**src/rtl/axi4_wr_engine_pkg.sv**
```systemverilog
// Shared types for the AXI4-lite write engine: FSM state and B codes.
// No ports; imported by the interface and the engine.
package axi4_wr_engine_pkg;

  typedef enum logic [1:0] {
    IDLE = 2'd0,
    REQ  = 2'd1,
    RESP = 2'd2
  } state_t;

  localparam logic [1:0] RESP_OKAY   = 2'b00;
  localparam logic [1:0] RESP_SLVERR = 2'b10;

endpackage

```
**src/rtl/axi4_lite_wr_engine_if.sv**
```systemverilog
// Bundle of AW/W/B FIFO taps and register-bus signals for the write engine.
// master: engine side (pops AW/W, pushes B, drives reg bus); slave: environment.
interface axi4_lite_wr_engine_if #(
  parameter int A_W = 32,
  parameter int D_W = 32
);
  import axi4_wr_engine_pkg::*;

  logic             aw_rd_empty;
  logic             aw_rd_en;
  logic [A_W-1:0]   aw_addr;

  logic             w_rd_empty;
  logic             w_rd_en;
  logic [D_W-1:0]   w_data;
  logic [D_W/8-1:0] w_strb;

  logic             b_wr_full;
  logic             b_wr_en;
  logic [1:0]       b_resp;

  logic             reg_req;
  logic [A_W-1:0]   reg_addr;
  logic [D_W-1:0]   reg_wdata;
  logic [D_W/8-1:0] reg_strb;
  logic             reg_ack;
  logic             reg_err;

  modport master (
    input  aw_rd_empty, aw_addr,
    input  w_rd_empty, w_data, w_strb,
    input  b_wr_full,
    input  reg_ack, reg_err,
    output aw_rd_en, w_rd_en,
    output b_wr_en, b_resp,
    output reg_req, reg_addr,
    output reg_wdata, reg_strb
  );

  modport slave (
    output aw_rd_empty, aw_addr,
    output w_rd_empty, w_data, w_strb,
    output b_wr_full,
    output reg_ack, reg_err,
    input  aw_rd_en, w_rd_en,
    input  b_wr_en, b_resp,
    input  reg_req, reg_addr,
    input  reg_wdata, reg_strb
  );

endinterface

```
**src/rtl/axi4_lite_wr_engine.sv**
```systemverilog
// AXI4-lite write engine: pops paired AW/W FIFO words, issues one register
// write, pushes the B response. Ports: aclk, aresetn (async, active-low),
// bus (master modport: FIFO taps + reg bus), busy (not IDLE).
// Optional reg_ack timeout enabled by defining AXI4_WR_ENGINE_TIMEOUT_EN.
module axi4_lite_wr_engine
  import axi4_wr_engine_pkg::*;
#(
  parameter int A_W            = 32,
  parameter int D_W            = 32,
  parameter int TIMEOUT_CYCLES = 255
) (
  input  logic                          aclk,
  input  logic                          aresetn,
  axi4_lite_wr_engine_if.master         bus,
  output logic                          busy
);

  state_t           state;
  logic             pop;
  logic             req_q;
  logic [A_W-1:0]   addr_q;
  logic [D_W-1:0]   data_q;
  logic [D_W/8-1:0] strb_q;
  logic [1:0]       resp_q;

`ifdef AXI4_WR_ENGINE_TIMEOUT_EN
  localparam int CW = (TIMEOUT_CYCLES < 2) ? 1 : $clog2(TIMEOUT_CYCLES);
  localparam logic [CW-1:0] LAST = CW'(TIMEOUT_CYCLES - 1);
  logic [CW-1:0] cnt;
`else
  logic unused_cfg;
  assign unused_cfg = (TIMEOUT_CYCLES != 0);
`endif

  // Pop only when both heads are present so AW and W stay paired.
  assign pop = (state == IDLE) &
               ~bus.aw_rd_empty &
               ~bus.w_rd_empty;

  assign bus.aw_rd_en  = pop;
  assign bus.w_rd_en   = pop;
  assign bus.b_wr_en   = (state == RESP) & ~bus.b_wr_full;
  assign bus.b_resp    = resp_q;
  assign bus.reg_req   = req_q;
  assign bus.reg_addr  = addr_q;
  assign bus.reg_wdata = data_q;
  assign bus.reg_strb  = strb_q;
  assign busy          = (state != IDLE);

  always_ff @(posedge aclk or negedge aresetn) begin
    if (!aresetn) begin
      state  <= IDLE;
      req_q  <= 1'b0;
      addr_q <= '0;
      data_q <= '0;
      strb_q <= '0;
      resp_q <= RESP_OKAY;
`ifdef AXI4_WR_ENGINE_TIMEOUT_EN
      cnt    <= '0;
`endif
    end else begin
      case (state)
        IDLE: begin
          if (pop) begin
            addr_q <= bus.aw_addr;
            data_q <= bus.w_data;
            strb_q <= bus.w_strb;
            req_q  <= 1'b1;
            state  <= REQ;
`ifdef AXI4_WR_ENGINE_TIMEOUT_EN
            cnt    <= '0;
`endif
          end
        end
        REQ: begin
          // An ack in the expiry cycle wins over the timeout.
          if (bus.reg_ack) begin
            req_q  <= 1'b0;
            resp_q <= bus.reg_err ? RESP_SLVERR : RESP_OKAY;
            state  <= RESP;
`ifdef AXI4_WR_ENGINE_TIMEOUT_EN
          end else if (cnt == LAST) begin
            req_q  <= 1'b0;
            resp_q <= RESP_SLVERR;
            state  <= RESP;
          end else begin
            cnt    <= cnt + CW'(1);
`endif
          end
        end
        RESP: begin
          if (!bus.b_wr_full) begin
            state <= IDLE;
          end
        end
        default: state <= IDLE;
      endcase
    end
  end

endmodule

```
**src/flat_wrapper.sv**
```systemverilog
// flat-port wrapper written by rule: the top's interface ports become plain ports
module axi4_lite_wr_engine_flat import axi4_wr_engine_pkg::*;
#(
  parameter int A_W            = 32,
  parameter int D_W            = 32,
  parameter int TIMEOUT_CYCLES = 255
)
  (aclk, aresetn, busy, bus_aw_rd_empty, bus_aw_addr, bus_w_rd_empty, bus_w_data, bus_w_strb, bus_b_wr_full, bus_reg_ack, bus_reg_err, bus_aw_rd_en, bus_w_rd_en, bus_b_wr_en, bus_b_resp, bus_reg_req, bus_reg_addr, bus_reg_wdata, bus_reg_strb);
  axi4_lite_wr_engine_if #(.A_W(A_W), .D_W(D_W)) bus_i ();
  input  logic aclk;
  input  logic aresetn;
  output logic busy;
  input wire logic [$bits(bus_i.aw_rd_empty)-1:0] bus_aw_rd_empty;
  input wire logic [$bits(bus_i.aw_addr)-1:0] bus_aw_addr;
  input wire logic [$bits(bus_i.w_rd_empty)-1:0] bus_w_rd_empty;
  input wire logic [$bits(bus_i.w_data)-1:0] bus_w_data;
  input wire logic [$bits(bus_i.w_strb)-1:0] bus_w_strb;
  input wire logic [$bits(bus_i.b_wr_full)-1:0] bus_b_wr_full;
  input wire logic [$bits(bus_i.reg_ack)-1:0] bus_reg_ack;
  input wire logic [$bits(bus_i.reg_err)-1:0] bus_reg_err;
  output wire logic [$bits(bus_i.aw_rd_en)-1:0] bus_aw_rd_en;
  output wire logic [$bits(bus_i.w_rd_en)-1:0] bus_w_rd_en;
  output wire logic [$bits(bus_i.b_wr_en)-1:0] bus_b_wr_en;
  output wire logic [$bits(bus_i.b_resp)-1:0] bus_b_resp;
  output wire logic [$bits(bus_i.reg_req)-1:0] bus_reg_req;
  output wire logic [$bits(bus_i.reg_addr)-1:0] bus_reg_addr;
  output wire logic [$bits(bus_i.reg_wdata)-1:0] bus_reg_wdata;
  output wire logic [$bits(bus_i.reg_strb)-1:0] bus_reg_strb;
  assign bus_i.aw_rd_empty = bus_aw_rd_empty;
  assign bus_i.aw_addr = bus_aw_addr;
  assign bus_i.w_rd_empty = bus_w_rd_empty;
  assign bus_i.w_data = bus_w_data;
  assign bus_i.w_strb = bus_w_strb;
  assign bus_i.b_wr_full = bus_b_wr_full;
  assign bus_i.reg_ack = bus_reg_ack;
  assign bus_i.reg_err = bus_reg_err;
  assign bus_aw_rd_en = bus_i.aw_rd_en;
  assign bus_w_rd_en = bus_i.w_rd_en;
  assign bus_b_wr_en = bus_i.b_wr_en;
  assign bus_b_resp = bus_i.b_resp;
  assign bus_reg_req = bus_i.reg_req;
  assign bus_reg_addr = bus_i.reg_addr;
  assign bus_reg_wdata = bus_i.reg_wdata;
  assign bus_reg_strb = bus_i.reg_strb;
  axi4_lite_wr_engine #(.A_W(A_W), .D_W(D_W), .TIMEOUT_CYCLES(TIMEOUT_CYCLES)) u_core (.aclk(aclk), .aresetn(aresetn), .bus(bus_i), .busy(busy));
endmodule
```
**config.mk**
```make
export PLATFORM = sky130hd
export DESIGN_NAME = axi4_lite_wr_engine_flat
export DESIGN_NICKNAME = d
export VERILOG_FILES = /design/src/rtl/axi4_wr_engine_pkg.sv /design/src/rtl/axi4_lite_wr_engine_if.sv /design/src/rtl/axi4_lite_wr_engine.sv /design/src/flat_wrapper.sv
export SDC_FILE = /design/constraint.sdc
export NUM_CORES = 1
export LEC_CHECK = 0
export ABC_AREA = 1
export ABC_CLOCK_PERIOD_IN_PS = 1200
export CAP_MARGIN = 20
export CORE_MARGIN = 4
export CORE_UTILIZATION = 38
export CTS_BUF_LIST = sky130_fd_sc_hd__clkbuf_8
export CTS_CLUSTER_DIAMETER = 100
export DETAILED_ROUTE_END_ITERATION = 12
export PLACE_DENSITY = 0.8
export SYNTH_ARGS = -nofsm -noshare
export SYNTH_HDL_FRONTEND = slang
export SYNTH_SLANG_ARGS = --single-unit
```
**constraint.sdc**
```tcl
create_clock -name aclk -period 1.2 [get_ports aclk]
set_input_delay 0.24 -clock aclk [delete_from_list [all_inputs] [get_ports aclk]]
set_output_delay 0.24 -clock aclk [all_outputs]
set_load 0.05 [all_outputs]
```
# After elaboration in Yosys (flattened, before gate mapping)
# Index checks and enable logic that the tools add are counted.
# word_totals
regBits	73
inputBits	75
output_inout_bits	75
word_cells	32
# classes
eq_ne	5
n_mux	8
bitwise_logic	6
reduce_logical	7
# op_table
cell	n
$mux 2	4
$ne 2x2->1 const B	3
$pmux 2 s3	1
$reduce_and 3->1	2
$reduce_and 2->1	2
$reduce_bool 2->1	2
$and 1x1->1	3
$not 1->1	3
$eq 2x1->1 const B	1
$eq 2x2->1 const B	1
$logic_not 2->1	1
$mux 1	2
$pmux 1 s2	1

# Longest topological paths before layout
# Gate-level depths: netlist of run 1.
# logic_depth
word_depth	5
mapped_depth	5
ltp_nobuf	4

# Worst setup path before layout of run 1
# OpenSTA, ideal clock, no wires.
# synth_timing
kind	flip-flop to output port
start	register u_core.state[1]
end	output port bus_b_wr_en
arrival_ns	1.588
required_time_ns	0.960
slack_ns	-0.628
path_stages_with_launch	3
n_path_buf	0
cell_sequence	dfrtp_1 > inv_1 > nor3_1
# synth_via
elab_chain_cells	2
# synth_rtl
element	line_no	rtl
from (decl)	axi4_lite_wr_engine.sv:18	state_t state;
from (signal assigned)	axi4_lite_wr_engine.sv:52	state <= IDLE;
from (signal assigned)	axi4_lite_wr_engine.sv:69	state <= REQ;
from (signal assigned)	axi4_lite_wr_engine.sv:80	state <= RESP;
$eq 2x2->1	axi4_lite_wr_engine.sv:42	assign bus.b_wr_en = (state == RESP) & ~bus.b_wr_full;
$and 1x1->1	axi4_lite_wr_engine.sv:42	
to (decl)	flat_wrapper.sv:23	output wire logic [$bits(bus_i.b_wr_en)-1:0] bus_b_wr_en;
# Every way passes these cells.

# Worst setup path in the final report of run 1
# layout_timing
start	register u_core.state[0]
end	output port bus_b_wr_en
# Same word-level chain as after synthesis.

==> results of run 1 <==
==> power groups by stage <==
stage | Sequential [uW] | Clock, uW | Combinational (uW)
2_1_floorplan | 6580 | 0 | 1370
3_3_place_gp | 4210 | 0 | 8150
3_5_place_dp | 4260 | 0 | 8270
4_1_cts | 4230 | 1630 | 8480
5_1_grt | 4290 | 1770 | 9330
6_report | 4190 | 1590 | 8990
==> Yosys cell counts, drive strengths merged <==
library cell  number
inv                3
nand4              1
nor3               1
conb               1
buf               23
nand3             69
dfrtp             72
nand2            144
o21ai              1
nor2               3
==> metal layers <==
layer / vias to the layer above / global-route usage / wire [um]
li1: 1385 / - / -
met1: 1422 / 0.241 / 3740
met2: 132 / 0.349 / 5240
met3: 14 / 0.0694 / 931
met4: 0 / 0.0567 / 157
met5: - / 0 / 0
==> timing repair <==
item | CTS | global route
pin swaps | 2 | 1
endpoints found under the setup margin | 73 | 98
resized for setup | 15 | 9
setup buffers | 4 | 21
cloned | 4 | 2
hold buffers | 1 | 0
endpoints found under the hold margin | 19 | 0
==> worst max-delay path, cell delays in order, from the launching register on <==
cell,delay [ns]
dfrtp_2,0.45
buf_4,0.17
nor3_4,0.14
buf_12,0.16
==> stage by stage <==
| stage | hold WS, ns | total power, uW |
|---|---|---|
| global route | 0.386 | 15400 |
| floorplan | -0.0556 | 7950 |
| detailed placement | 0.159 | 12500 |
| global placement | 0.154 | 12400 |
| finish | 0.373 | 14800 |
| CTS | 0.361 | 14300 |
==> registers in the layout (all words and copies together) (netlist names) <==
register              count
u_core.bus.reg_strb       4
u_core.bus.reg_wdata     32
u_core.state              2
u_core.bus.reg_req        1
u_core.bus.b_resp         1
u_core.bus.reg_addr      32
==> layout by cell type, fill, tap and decap left out, drive strengths merged <==
cell type	n
nand2	144
buf	120
clkdlybuf4s50	73
dfrtp	72
nand3	69
clkbuf	12
inv	7
nor2	3
bufbuf	2
nor3	1
o21ai	1
nand4	1
conb	1
clkinv	1
dlygate4sd3	1
==> final cells by class <==
| type | instances | share of cell area |
|---|---|---|
| inverter | 3 | 0.00390 |
| sequential | 72 | 0.296 |
| clock buffer | 10 | 0.0226 |
| timing repair buffer | 198 | 0.469 |
| clock inverter | 5 | 0.00329 |
| multi-input combinational | 220 | 0.184 |
| tap | 102 | 0.0209 |
==> worst max-delay path by stage <==
stage | to | slack (ns) | cells after the start
finish | bus_b_wr_en | -0.29 | 3
global route | bus_b_wr_en | -0.34 | 3
CTS | bus_w_rd_en | -0.31 | 4
detailed placement | u_core.bus.reg_addr[28] | -0.34 | 6
global placement | bus_aw_rd_en | -0.31 | 5
floorplan | bus_w_rd_en | -0.17 | 5
==> cells by family after synthesis <==
logic type	share of synthesized area
AO/OA/AOI/OAI	0.00158
buffers and inverters	0.0792
flip-flops	0.570
other	0.00119
AND/OR/NAND/NOR	0.348
==> run metrics, run 1 <==
Overflow after GRT 0; initial drt markers 158; placed insts 564; WS Path Type flop to output pin; layout net count 579; DP Worst Slack -0.341 ns; fmax 671 MHz; cell row count 32; remaining antenna violation count after routing 0; core box area 7890 um^2; Vias/cell 4.84; Worst setup EP type output pin; Period minus WS final 1.49 ns; FF/Latch Area 1810 um^2; Area Overhead vs Synth 92.9%; Die ar. 9840 um^2; Yosys top cell by area dfrtp_1; ranking of synthesized cells by area dfrtp_1 (57%), nand2_1 (12%), nand3_1 (9.3%), nand2_2 (7.9%), buf_12 (3.2%); worst-path fanout max 5; final cycle utilization of the critical path 1.24; post-synthesis cell count 318; layout cells sized above 1 0.384; yosys warns 0; Total GRT Usage 0.203; worst min path class primary input to async pin; Worst VDD drop 1.62 mV; RSZ-0062 raised after global routing yes; largest net degree at the start of global routing 34; Slew Viols, Final 0; root buf cell clkbuf_8; synthesized area 3160 um^2; antenna violations before repair 0; Clk pwr share 0.108; syn avg cell area 9.93 um^2; die width 99.2 um; global-route wire length before repair 15600 um; dpl cell area 5510 um^2; DRC viols 0; violated checks negative setup slack; CTS tree built; final hold violation count 0; end of the worst register-to-register path u_core.bus.reg_wdata[24]; First-pass DRT Iterations 4; outcome finished, violations left; DP HPWL 7040 um; post-synth top area share 0.570; pwr dens 2420 nW/um^2; Routability Congestion 0.734; Logic pwr share 0.608; Initial Utilization 0.401; Net Sw Power 6320 uW; PnR worst setup slack -0.290 ns; fin area 6090 um^2; P_int 8450 uW; Required @ worst endpoint 0.96 ns; # diodes 0; CTS Sinks 72; count of different cell masters after synthesis 19; # IOs 150; CTS buffer count 9; clock skew 0.00897 ns; clock slew at reported path FFs 0.08 ns; post-synthesis sequential area ratio 0.570; final setup TNS -7.33 ns; crit start category flop; routed wire length 10100 um; sequential power share 0.284; Arrival @ worst endpoint 1.25 ns; Crit. Startpoint u_core.state[0]; DIE HEIGHT 99.2 um; Sw Share 0.428; # fillers 498; maxcap violations 0; post-route insts no fill 610; FF-to-FF path depth 6; I/O Buffers 148; number of synthesized register bits 72; Pleak 0.00296 uW; Clock H-tree levels 3; CTS max path bufs 2; number of global-route vias before repair 2937; final design utilization 0.773; via count 2953; Post-Syn Nets 393; FF-to-FF setup slack -0.20 ns; # setup viols final 72; R2R Path Start u_core.state[0]; clock latency at the later pin of the worst-skew pair 0.33 ns; multi-input logic area 1120 um^2; WL/cell 16.5 um
Power figures use the tool's default switching activity.
==> run 2, diff against run 1 <==
ABC_CLOCK_PERIOD_IN_PS = 1800   (was 1200)
CORE_UTILIZATION = 45   (was 38)
PLACE_DENSITY = 0.89   (was 0.8)
TNS_END_PERCENT = 10   (was not set)
clock period = 1.8 ns   (was 1.2 ns; I/O delays follow)
==> run 2 against run 1 <==
Compared with the run above:
- the flow now finishes without violations
- non-clock buffer count fell by 43
- die area fell by 14%
- worst hold slack improved by 0.10 ns
- largest power group unchanged
- sequential power fell by 40%
- total power fell by 47%
- sequential share of layout area rose by 9.1 points
- cell count fell by 7.9%
- critical path depth rose by 2
- global-route usage fell by 1.2 points
- sequential cell count did not move
- via count fell by 10%
- highest routed layer unchanged
==> run metrics, run 2 (synthesized netlist as in run 1, its figures left out) <==
Overflow after GRT 0 (unchanged); clock latency at the later pin of the worst-skew pair 0.33 ns (about the same); layout net count 536 (-7.4%); final hold violation count 0 (unchanged); Arrival @ worst endpoint 1.36 ns (+0.11 ns); # IOs 150 (unchanged); CTS max path bufs 2 (unchanged); Area Overhead vs Synth 47.4%; DIE HEIGHT 91.8 um (-7.5%); met3 usage 0.0574 (-0.0120); remaining antenna violation count after routing 0 (unchanged); most common cell after layout, fill and taps aside nand2_1; GR peak layer met2; I/O Buffers 148 (unchanged); antenna violations before repair 0 (unchanged); met1 usage 0.235 (-0.00626); Hold-fix buffers, CTS 1 (unchanged); multi-input logic area 1110 um^2 (-0.89%); WL/cell 14.2 um (-14%); # setup viols final 0 (-100%); CP delay by family, top buffers and inverters; fmax 581 MHz; Routability Congestion 0.731 (-0.38%); fin area 4660 um^2 (-24%); Pleak 0.00237 uW (-20%); crit start category primary input; DP Worst Slack -0.0288 ns (+0.313 ns); dpl cell area 4450 um^2 (-19%); initial drt markers 132 (-16%); total power 7780 uW (-47%); postcts setup bufs 0 (-4); GR Layer Usage met2 0.320 (-0.0290); Worst setup EP type output pin; First-pass DRT Iterations 4 (unchanged); pwr dens 1670 nW/um^2 (-31%); Initial Utilization 0.465 (+0.0645); FF/Latch Area 1800 um^2 (-0.21%); core box area 6790 um^2 (-14%); DP HPWL 5680 um (-19%); R2R Path Start u_core.state[0]; PnR worst setup slack 0.0799 ns (+0.370 ns); clock skew 0.00841 ns (-0.000563 ns); Crit. Startpoint bus_aw_rd_empty; Worst VDD drop 0.864 mV (-47%); worst min path class flop to flop; Resize count post-CTS 0 (-15); Required @ worst endpoint 1.44 ns (+0.48 ns); clock slew at reported path FFs 0.08 ns (about the same); global-route wire length before repair 12900 um (-18%); final setup TNS 0 ns (+7.33 ns); min-delay src u_core.bus.reg_addr[18]; # diodes 0 (unchanged); worst-path fanout max 3 (-2); DRC viols 0 (unchanged); root buf cell clkbuf_8; most frequent cells in the layout nand2_1 (103), buf_4 (76), clkdlybuf4s50_1 (73), dfrtp_1 (72), nand3_1 (59); layout cells sized above 1 0.322 (-0.0620); maxcap violations 0 (unchanged); cell row count 30 (-6.3%); Vias/cell 4.72 (-2.6%); final cycle utilization of the critical path 0.956; Period minus WS final 1.72 ns; via count 2651 (-10%); outcome finished clean; Crit path largest cell delay 0.45 ns (about the same); Clock H-tree levels 3 (unchanged); Total GRT Usage 0.191 (-0.0123); final design utilization 0.685 (-0.0873); Slew Viols, Final 0 (unchanged); Crit path buffers/inverters 3 (+1); CP max-delay cell clkdlybuf4s50_1; largest net degree at the start of global routing 71 (+110%); die width 91.8 um (-7.5%); # fillers 547 (+9.8%); WS Path Type primary input to output pin; Die ar. 8430 um^2 (-14%); RSZ-0062 raised after global routing no; CTS buffer count 9 (unchanged); CP Cell Sequence clkdlybuf4s50_1 > nor2_4 > nand2_8 > inv_2 > buf_12; CTS Sinks 72 (unchanged); CTS tree built; routed wire length 7970 um (-21%); number of global-route vias before repair 2669 (-9.1%)
==> run 2: cell count changes in the layout (fill, tap and decap cells not counted), sizes merged <==
| cell | previous run | this run |
|---|---|---|
| buf | 120 | 81 |
| bufbuf | 2 | 0 |
| inv | 7 | 5 |
| bufinv | 0 | 1 |
| clkbuf | 12 | 11 |
| clkinv | 1 | 2 |
==> run 2: worst min-delay path: stages (launching register included) <==
cell and delay, ns:
dfrtp_1 0.35, nand2_1 0.05, nand2_1 0.05
==> run 2: worst paths after layout <==
path | to | slack [ns] | depth (start not counted)
worst max-delay path | bus_aw_rd_en | 0.08 | 5
worst min-delay path | u_core.bus.reg_addr[18] | 0.47 | 2
worst max register to register | u_core.bus.reg_strb[0] | 0.35 | 4
worst min register to register | u_core.bus.reg_addr[18] | 0.47 | 2
max in group asynchronous | u_core.bus.reg_addr[10] | 0.71 | 3
min in group asynchronous | u_core.bus.reg_strb[3] | 0.52 | 2
==> run 2: cell type report <==
type                            instances  area share
Inverter                                3     0.00242
Sequential cell                        72       0.387
Timing Repair Buffer                  155       0.303
Clock buffer                           11      0.0325
Clock inverter                          5      0.0102
Multi-Input combinational cell        220       0.239
Tap cell                               96      0.0258
==> run 2: metal layers <==
metal / wire length (um) / part of all wire
met1: 3290 / 0.41
met3: 603 / 0.076
met2: 3960 / 0.50
met5: 0 / 0
met4: 106 / 0.013
==> run 2: report_power, final <==
part | switching (uW) | internal, uW | total [uW]
Sequential | 378 | 2150 | 2530
Clock | 564 | 702 | 1270
Combinational | 2790 | 1190 | 3980
==> run 2: metrics by stage <==
step | hold slack [ns] | std cells
after detailed placement | 0.335 | 545
after floorplan | 0.0644 | 318
after CTS | 0.479 | 562
after global routing | 0.502 | 562
after global placement | 0.334 | 545
final | 0.474 | 562
